[src/rtl/vga_pkg.sv]
`default_nettype none
// ============================================================================
// Module      : vga_pkg
// Description : Shared definitions for the VGA raster generator: 640x480@60
//               default timing, the 12-bit colour type with r/g/b fields and
//               the colour-bar table used by the optional test-pattern build.
// Revision    : 1.0 - initial release
// ============================================================================
package vga_pkg;

  // 640x480@60 timing (25 MHz pixel clock)
  localparam int H_ACTIVE_DEF = 640;
  localparam int H_FP_DEF     = 16;
  localparam int H_SYNC_DEF   = 96;
  localparam int H_BP_DEF     = 48;
  localparam int V_ACTIVE_DEF = 480;
  localparam int V_FP_DEF     = 10;
  localparam int V_SYNC_DEF   = 2;
  localparam int V_BP_DEF     = 33;
  localparam int CNT_W_DEF    = 10;

  // Colour word as delivered by the renderer: {r[3:0], g[3:0], b[3:0]}
  typedef struct packed {
    logic [3:0] r;
    logic [3:0] g;
    logic [3:0] b;
  } rgb12_t;

  // Which of the 8 vertical bars a column falls into (column must be active)
  function automatic logic [2:0] bar_index(input int x, input int h_active);
    return 3'((x * 8) / h_active);
  endfunction

  // Bar colours, left to right
  function automatic rgb12_t bar_colour(input logic [2:0] bar);
    rgb12_t c;
    case (bar)
      3'd0:    c = 12'hFFF;
      3'd1:    c = 12'hFF0;
      3'd2:    c = 12'h0FF;
      3'd3:    c = 12'h0F0;
      3'd4:    c = 12'hF0F;
      3'd5:    c = 12'hF00;
      3'd6:    c = 12'h00F;
      default: c = 12'h000;
    endcase
    return c;
  endfunction

endpackage
`default_nettype wire

[src/rtl/vga_axis_counter.sv]
`default_nettype none
// ============================================================================
// Module      : vga_axis_counter
// Description : One raster axis counter. Counts 0..TOTAL-1 while en is high
//               and wraps to 0; wrap flags the enabled terminal count so the
//               next axis can be chained from it.
// Revision    : 1.0 - initial release
// ============================================================================
module vga_axis_counter #(
  parameter int TOTAL = 800,
  parameter int CNT_W = 10
) (
  input  logic             clk25,
  input  logic             rst,
  input  logic             en,
  output logic [CNT_W-1:0] cnt,
  output logic             wrap
);

  localparam logic [CNT_W-1:0] c_last = CNT_W'(TOTAL - 1);

  logic [CNT_W-1:0] cnt_q;
  logic [CNT_W-1:0] cnt_d;

  // Next count: hold when disabled, wrap to zero after the last position
  always_comb begin
    wrap  = en && (cnt_q == c_last);
    cnt_d = cnt_q;
    if (en) begin
      cnt_d = wrap ? '0 : cnt_q + CNT_W'(1);
    end
  end

  // Count register
  always_ff @(posedge clk25) begin
    if (rst) begin
      cnt_q <= '0;
    end else begin
      cnt_q <= cnt_d;
    end
  end

  assign cnt = cnt_q;

endmodule
`default_nettype wire

[src/rtl/vga_timing_gen.sv]
`default_nettype none
// ============================================================================
// Module      : vga_timing_gen
// Description : Parametrised VGA raster generator. Stage 0 publishes the
//               pixel being requested (pix_x/pix_y/pix_req/frame_start);
//               stage 1 registers colour, data-enable and both syncs together
//               so they leave the block mutually aligned, one clock late.
//               Build option VGA_TEST_PATTERN_EN replaces the rgb input with
//               eight vertical colour bars; ports and timing are unchanged.
// Revision    : 1.0 - initial release
// ============================================================================
module vga_timing_gen
  import vga_pkg::*;
#(
  parameter int   H_ACTIVE   = H_ACTIVE_DEF,
  parameter int   H_FP       = H_FP_DEF,
  parameter int   H_SYNC     = H_SYNC_DEF,
  parameter int   H_BP       = H_BP_DEF,
  parameter int   V_ACTIVE   = V_ACTIVE_DEF,
  parameter int   V_FP       = V_FP_DEF,
  parameter int   V_SYNC     = V_SYNC_DEF,
  parameter int   V_BP       = V_BP_DEF,
  parameter logic H_SYNC_POL = 1'b0,
  parameter logic V_SYNC_POL = 1'b0,
  parameter int   CNT_W      = CNT_W_DEF
) (
  input  logic             clk25,
  input  logic             rst,
  input  logic [11:0]      rgb,
  output logic [CNT_W-1:0] pix_x,
  output logic [CNT_W-1:0] pix_y,
  output logic             pix_req,
  output logic             frame_start,
  output logic [3:0]       red_out,
  output logic [3:0]       green_out,
  output logic [3:0]       blue_out,
  output logic             de,
  output logic             hSync,
  output logic             vSync
);

  localparam int H_TOTAL = H_ACTIVE + H_FP + H_SYNC + H_BP;
  localparam int V_TOTAL = V_ACTIVE + V_FP + V_SYNC + V_BP;

  localparam logic [CNT_W-1:0] c_h_active  = CNT_W'(H_ACTIVE);
  localparam logic [CNT_W-1:0] c_h_sync_lo = CNT_W'(H_ACTIVE + H_FP);
  localparam logic [CNT_W-1:0] c_h_sync_hi = CNT_W'(H_ACTIVE + H_FP + H_SYNC);
  localparam logic [CNT_W-1:0] c_v_active  = CNT_W'(V_ACTIVE);
  localparam logic [CNT_W-1:0] c_v_sync_lo = CNT_W'(V_ACTIVE + V_FP);
  localparam logic [CNT_W-1:0] c_v_sync_hi = CNT_W'(V_ACTIVE + V_FP + V_SYNC);

  // Reject degenerate timings and counters too narrow for the raster
  if (H_FP == 0 || H_SYNC == 0 || H_BP == 0 ||
      V_FP == 0 || V_SYNC == 0 || V_BP == 0 ||
      H_TOTAL > (2 ** CNT_W) || V_TOTAL > (2 ** CNT_W)) begin : g_param_check
    $error("vga_timing_gen: zero porch/sync width or CNT_W too small for H/V total");
  end

  logic [CNT_W-1:0] h_cnt;
  logic [CNT_W-1:0] v_cnt;
  logic             h_wrap;
  logic             v_wrap;

  vga_axis_counter #(
    .TOTAL (H_TOTAL),
    .CNT_W (CNT_W)
  ) u_h_counter (
    .clk25 (clk25),
    .rst   (rst),
    .en    (1'b1),
    .cnt   (h_cnt),
    .wrap  (h_wrap)
  );

  vga_axis_counter #(
    .TOTAL (V_TOTAL),
    .CNT_W (CNT_W)
  ) u_v_counter (
    .clk25 (clk25),
    .rst   (rst),
    .en    (h_wrap),
    .cnt   (v_cnt),
    .wrap  (v_wrap)
  );

  // The counters reach (0,0) only through a reset or a full-frame wrap, so a
  // flag set by either marks the origin without a full-width compare of both.
  logic origin_q;
  logic origin_d;

  // Origin flag: high while the counters sit at (0,0)
  always_ff @(posedge clk25) begin
    origin_q <= origin_d;
  end

  assign origin_d = rst || v_wrap;

  // Stage 0: pixel request towards the renderer
  logic active_w;
  assign active_w    = (h_cnt < c_h_active) && (v_cnt < c_v_active);
  assign pix_x       = h_cnt;
  assign pix_y       = v_cnt;
  assign pix_req     = active_w && !rst;
  assign frame_start = origin_q && !rst;

  // Colour source for the active area
  rgb12_t pix_rgb_w;
`ifdef VGA_TEST_PATTERN_EN
  assign pix_rgb_w = bar_colour(bar_index(int'(h_cnt), H_ACTIVE));
`else
  assign pix_rgb_w = rgb;
`endif

  logic   de_q,    de_d;
  rgb12_t rgb_q,   rgb_d;
  logic   hsync_q, hsync_d;
  logic   vsync_q, vsync_d;

  // Stage 1 next values; blanking forces black so an undriven rgb is masked
  always_comb begin
    de_d    = pix_req;
    rgb_d   = pix_req ? pix_rgb_w : rgb12_t'(12'h000);
    hsync_d = ((h_cnt >= c_h_sync_lo) && (h_cnt < c_h_sync_hi)) ? H_SYNC_POL : ~H_SYNC_POL;
    vsync_d = ((v_cnt >= c_v_sync_lo) && (v_cnt < c_v_sync_hi)) ? V_SYNC_POL : ~V_SYNC_POL;
  end

  // Stage 1 registers: colour, enable and syncs share one clock of latency
  always_ff @(posedge clk25) begin
    if (rst) begin
      de_q    <= 1'b0;
      rgb_q   <= '0;
      hsync_q <= ~H_SYNC_POL;
      vsync_q <= ~V_SYNC_POL;
    end else begin
      de_q    <= de_d;
      rgb_q   <= rgb_d;
      hsync_q <= hsync_d;
      vsync_q <= vsync_d;
    end
  end

  assign de        = de_q;
  assign red_out   = rgb_q.r;
  assign green_out = rgb_q.g;
  assign blue_out  = rgb_q.b;
  assign hSync     = hsync_q;
  assign vSync     = vsync_q;

endmodule
`default_nettype wire

[config.mk]
export PLATFORM = sky130hd
export DESIGN_NAME = vga_timing_gen
export DESIGN_NICKNAME = d
export VERILOG_FILES = /design/src/rtl/vga_pkg.sv /design/src/rtl/vga_axis_counter.sv /design/src/rtl/vga_timing_gen.sv
export SDC_FILE = /design/constraint.sdc
export NUM_CORES = 1
export LEC_CHECK = 0
export CORE_ASPECT_RATIO = 0.8
export CORE_MARGIN = 2
export CORE_UTILIZATION = 45
export DETAILED_ROUTE_END_ITERATION = 6
export GPL_TIMING_DRIVEN = 0
export PLACE_DENSITY_LB_ADDON = 0.08
export SLEW_MARGIN = 5
export SYNTH_ARGS = -nofsm -noshare
export SYNTH_HDL_FRONTEND = slang
export SYNTH_SLANG_ARGS = --single-unit
[constraint.sdc]
create_clock -name clk25 -period 2.7 [get_ports clk25]
set_input_delay 0.81 -clock clk25 [delete_from_list [all_inputs] [get_ports clk25]]
set_output_delay 0.81 -clock clk25 [all_outputs]
set_load 0.02 [all_outputs]
# Yosys cells after proc, flatten, opt, wreduce, memory -nomap -nowiden
# Index checks and enable logic that the tools add are counted.
[word_totals]
inputBits = 14
latch_bits = 0
regBits = 36
elab_cells = 33
mem_bits_ro = 0
ram_bits = 0
mem_count = 0
[op_classes]
n_reduce_logical = 10
eq_ne = 2
n_bitwise = 1
order_cmp = 6
mux = 3
shift = 0
div = 0
n_addsub = 2
mul = 0
[ops]
columns = ["op", "count"]
rows = [
  ["$add A10 B1 Y10 const B", 2],
  ["$eq A10 B10 Y1 const B", 2],
  ["$lt A10 B10 Y1 const B", 2],
  ["$lt A10 B9 Y1 const B", 2],
  ["$ge A10 B10 Y1 const B", 1],
  ["$ge A10 B9 Y1 const B", 1],
  ["$mux W10", 1],
  ["$logic_and A1 B1 Y1", 6],
  ["$reduce_or A2 Y1", 2],
  ["$mux W1", 2],
  ["$logic_not A1 Y1", 1],
  ["$logic_or A1 B1 Y1", 1],
  ["$not A1 Y1", 1],
]

# Logic depth before layout (Yosys ltp)
[logic_depth]
depth_word = 5
ltp_mapped = 6
depth_no_buf = 6

# Hierarchy
# A second synthesis with hierarchy kept.
[hier_totals]
cells_unflattened = 158
area_unflattened_um2 = 1619.1
[by_module_without_submodules]
columns = ["module", "cells_per_inst", "n_inst", "seq_area_each_um2", "area_per_inst_um2"]
rows = [
  ["vga_timing_gen", 46, 1, 320.3, 609.3],
  ["vga_axis_counter at u_h_counter", 56, 1, 200.2, 506.7],
  ["vga_axis_counter at u_v_counter", 56, 1, 200.2, 503.0],
]

# Worst setup path after synthesis
# No wires, ideal clock.
[synth_path]
path_type = "input port to output port"
start = "in rst"
end = "out pix_req"
arrival_ps = 1447
n_path_buf = 1
stages = 3
setup_slack_ps = 443
path_cell_list = "nor2_1 -> and3_1 -> clkbuf_1"
[synth_between]
elab_chain_cells = 2
[synth_lines]
columns = ["item", "line", "rtl"]
rows = [
  ["from (decl)", "vga_timing_gen.sv:28", "input logic rst,"],
  ["$logic_not A1 Y1", "vga_timing_gen.sv:103", "assign pix_req = active_w && !rst;"],
  ["$logic_and A1 B1 Y1", "vga_timing_gen.sv:103", ""],
  ["to (decl)", "vga_timing_gen.sv:32", "output logic pix_req,"],
]
# Every way passes these cells.

# Worst setup path in the final report
# Same ends and word-level chain as after synthesis.

==> reports/metrics.yaml <==
hpwlAfterDp_um: 2500
synth_area_leader_cell: "dfxtp_1"
grt_pass1_vias: 1222
skew_ns: 0.00712
die_area_mm2: 0.00382
max_slew_margin_pct: 74.8
synth-compound-area-share_pct: 4.58
routed_wirelength_um: 3370
track_usage_pct: 19.5
total_power_w: 0.00117
synth_nets: 175
tightest_slew_ns: 0.374
cts_tree: "done"
finalCritPeriodShare_pct: 98.6
ir_drop_mv: 0.407
worstPathArrival_ns: 1.85
core_area_mm2: 0.00313
ys_seq_elements: 36
min_path_type: "reg2reg"
cts_root_buf: "clkbuf_8"
synth_cell_types: 34
synth_top_family_by_area: "simple AND/OR/NAND/NOR gates"
port_buffers: 50
crit_required_ns: 1.89
clk_latency_ns: 0.29
cts_sinks: 36
finalMaxSlewViolations: 0
h-tree-depth: 2
avgSynthCellArea_um2: 9.57
setup_ws_ns: 0.0370
synth_area_mm2: 0.00150
finalHoldViolations: 0
end_kind: "primary output"
grt_max_degree: 13
worstPathMaxFanout: 4
drcViolationCount: 0
fin_setup_tns_ns: 0
num_antenna_cells: 0
synth-xor-area-share_pct: 7.58
cp_num_buf_inv: 2
r2r_slack_ns: 0.75
setup_viol: 0
synth_top_area_share_pct: 48.0
status: "finished, final reports clean"
core.rowCount: 18
postRouteAntennaNets: 0
die_y_um: 55.7
p_per_area_mw_per_mm2: 532
numCtsBuffers: 5
pin_count: 51
syn_inst: 157
wl_per_cell_um: 13.1
crit_slowest_cell: "clkdlybuf4s50_1"
post-place-ws_ns: -0.773
die_w_um: 68.6
dr_total_vias: 1284
cp_slowest_stage_delay_ns: 0.48
first_pass_iters: 5
cts.clk_slew.worst_paths_ns: 0.07
critPathKind: "in2out"
fillerInstances: 237
cap_viol_max_count: 0
cp-start-kind: "input pin"
synth.mux.area_fraction_pct: 1.33
syn_to_final_growth_pct: 45.9
regArea_um2: 721
antenna_found_initial: 0
nNetsFinal: 233
grt_pass1_wl_um: 5580
synth-simple-area-share_pct: 31.9
synth-adder-area-share_pct: 3.33
clockBufferDepth: 2
synth-seq-area-share_pct: 48.0
cp_top_family: "buffers and inverters"
gp_congestion: 0.930
yosys_warnings: 0
synthTopCellsByArea: "dfxtp_1 (48%), xnor2_1 (5.2%), and2_1 (5.0%)"
finalCriticalPeriod_ns: 2.66
multiInputGateArea_um2: 739
first_iter_violations: 62
drive_gt1_share_pct: 11.1
grt_setup_unrepaired: "false"
grt-ovfl-total: 0
initial_core_util_pct: 48.0
viasPerCell: 5.02
fmax_ghz: 0.376
holdWs_ns: 0.492
leakage_nw: 0.812
utilization_pct: 70.0
path_cells: "clkdlybuf4s50_1 > nor2_2 > and3_4 > buf_2"
## power breakdown
group | internal, W | switching (W) | total (W)
Sequential | 0.000546 | 0.00000869 | 0.000554
Clock | 0.000326 | 0.000188 | 0.000513
Combinational | 0.0000548 | 0.0000445 | 0.0000993
Total | 0.000926 | 0.000241 | 0.00117
## routing by layer
metal	vias to the layer above	share of wire, %	GRT usage [%]	wire length (µm)
met3	6	6.2	7.29	210
met2	38	45	27.9	1500
met4	0	1.4	7.71	47
li1	648	-	-	-
met5	-	0	0	0
met1	592	48	26.1	1600
## flip-flops by register name (all words and copies together), names as in the netlist
signal           cells
red_out              4
green_out            4
de                   1
origin_q             1
vSync                1
blue_out             4
hSync                1
u_v_counter.cnt     10
u_h_counter.cnt     10
## cell families after synthesis
logic type / after synthesis
mux: 2
xor+xnor: 13
buf+inv: 13
fa+ha+maj: 4
flops: 36
simple gates: 81
compound gates: 8
## layout by cell type (no fill, tap or decap), types with 3 or more instances in the layout
cell type	count
a21oi_1	3
and2_1	12
buf_2	3
nand3_1	10
ha_1	4
nand4_1	4
nor4_1	5
clkbuf_1	3
xor2_1	4
buf_4	3
dfxtp_1	36
nand2_1	8
xnor2_1	9
nor3_1	5
inv_1	7
clkbuf_8	7
nor2_1	19
clkdlybuf4s50_1	48
## per-stage QoR
stage	instances	instance area, µm²
floorplan	157	1500
global placement	247	2050
detailed placement	247	2050
CTS	255	2200
global route	256	2190
finish	256	2190
## layout make-up
class,instances,share of cell area [%]
Clock buffer,7,4.39
Multi-Input combinational cell,108,33.7
Clock inverter,1,1.37
Buffer,5,1.08
Timing Repair Buffer,52,23.1
Inverter,7,1.20
Sequential cell,36,32.9
Tap cell,40,2.28
## synth_stat cells
library cell / instances
nand3b_1: 1
xnor2_1: 9
nand4bb_1: 2
o21ai_0: 2
or2_2: 1
buf_1: 1
nor2_1: 20
dfxtp_1: 36
nor3_1: 5
nor4_1: 5
nand2b_1: 1
o21bai_4: 1
nor2b_1: 1
a2111oi_2: 1
or4_1: 2
and2_1: 12
nor4bb_1: 1
nand2_1: 8
ha_1: 4
nor4_4: 1
xor2_1: 4
or3_4: 1
nand4_1: 4
buf_2: 1
o211a_1: 1
mux2i_1: 2
and3_1: 3
a21oi_1: 3
nand4_4: 1
inv_1: 7
nand3_1: 10
clkbuf_1: 4
and4_2: 1
nand3b_2: 1
## timing repair
item                       4_1_cts  5_1_grt
resized for setup               11        2
cloned                           0        0
hold buffers                     0        0
buffers inserted                 1        1
pin swaps                        0        1
setup endpoints to repair        2        2
## path summary, 6_finish.rpt
kind,startpoint,to,depth (start not counted)
min reg2reg,u_h_counter.cnt[0],u_h_counter.cnt[0],1
min,u_h_counter.cnt[0],u_h_counter.cnt[0],1
max reg2reg,u_h_counter.cnt[6],u_h_counter.cnt[8],6
max,rst,pix_req,4
Note: power is estimated with default switching activity, not from simulation.
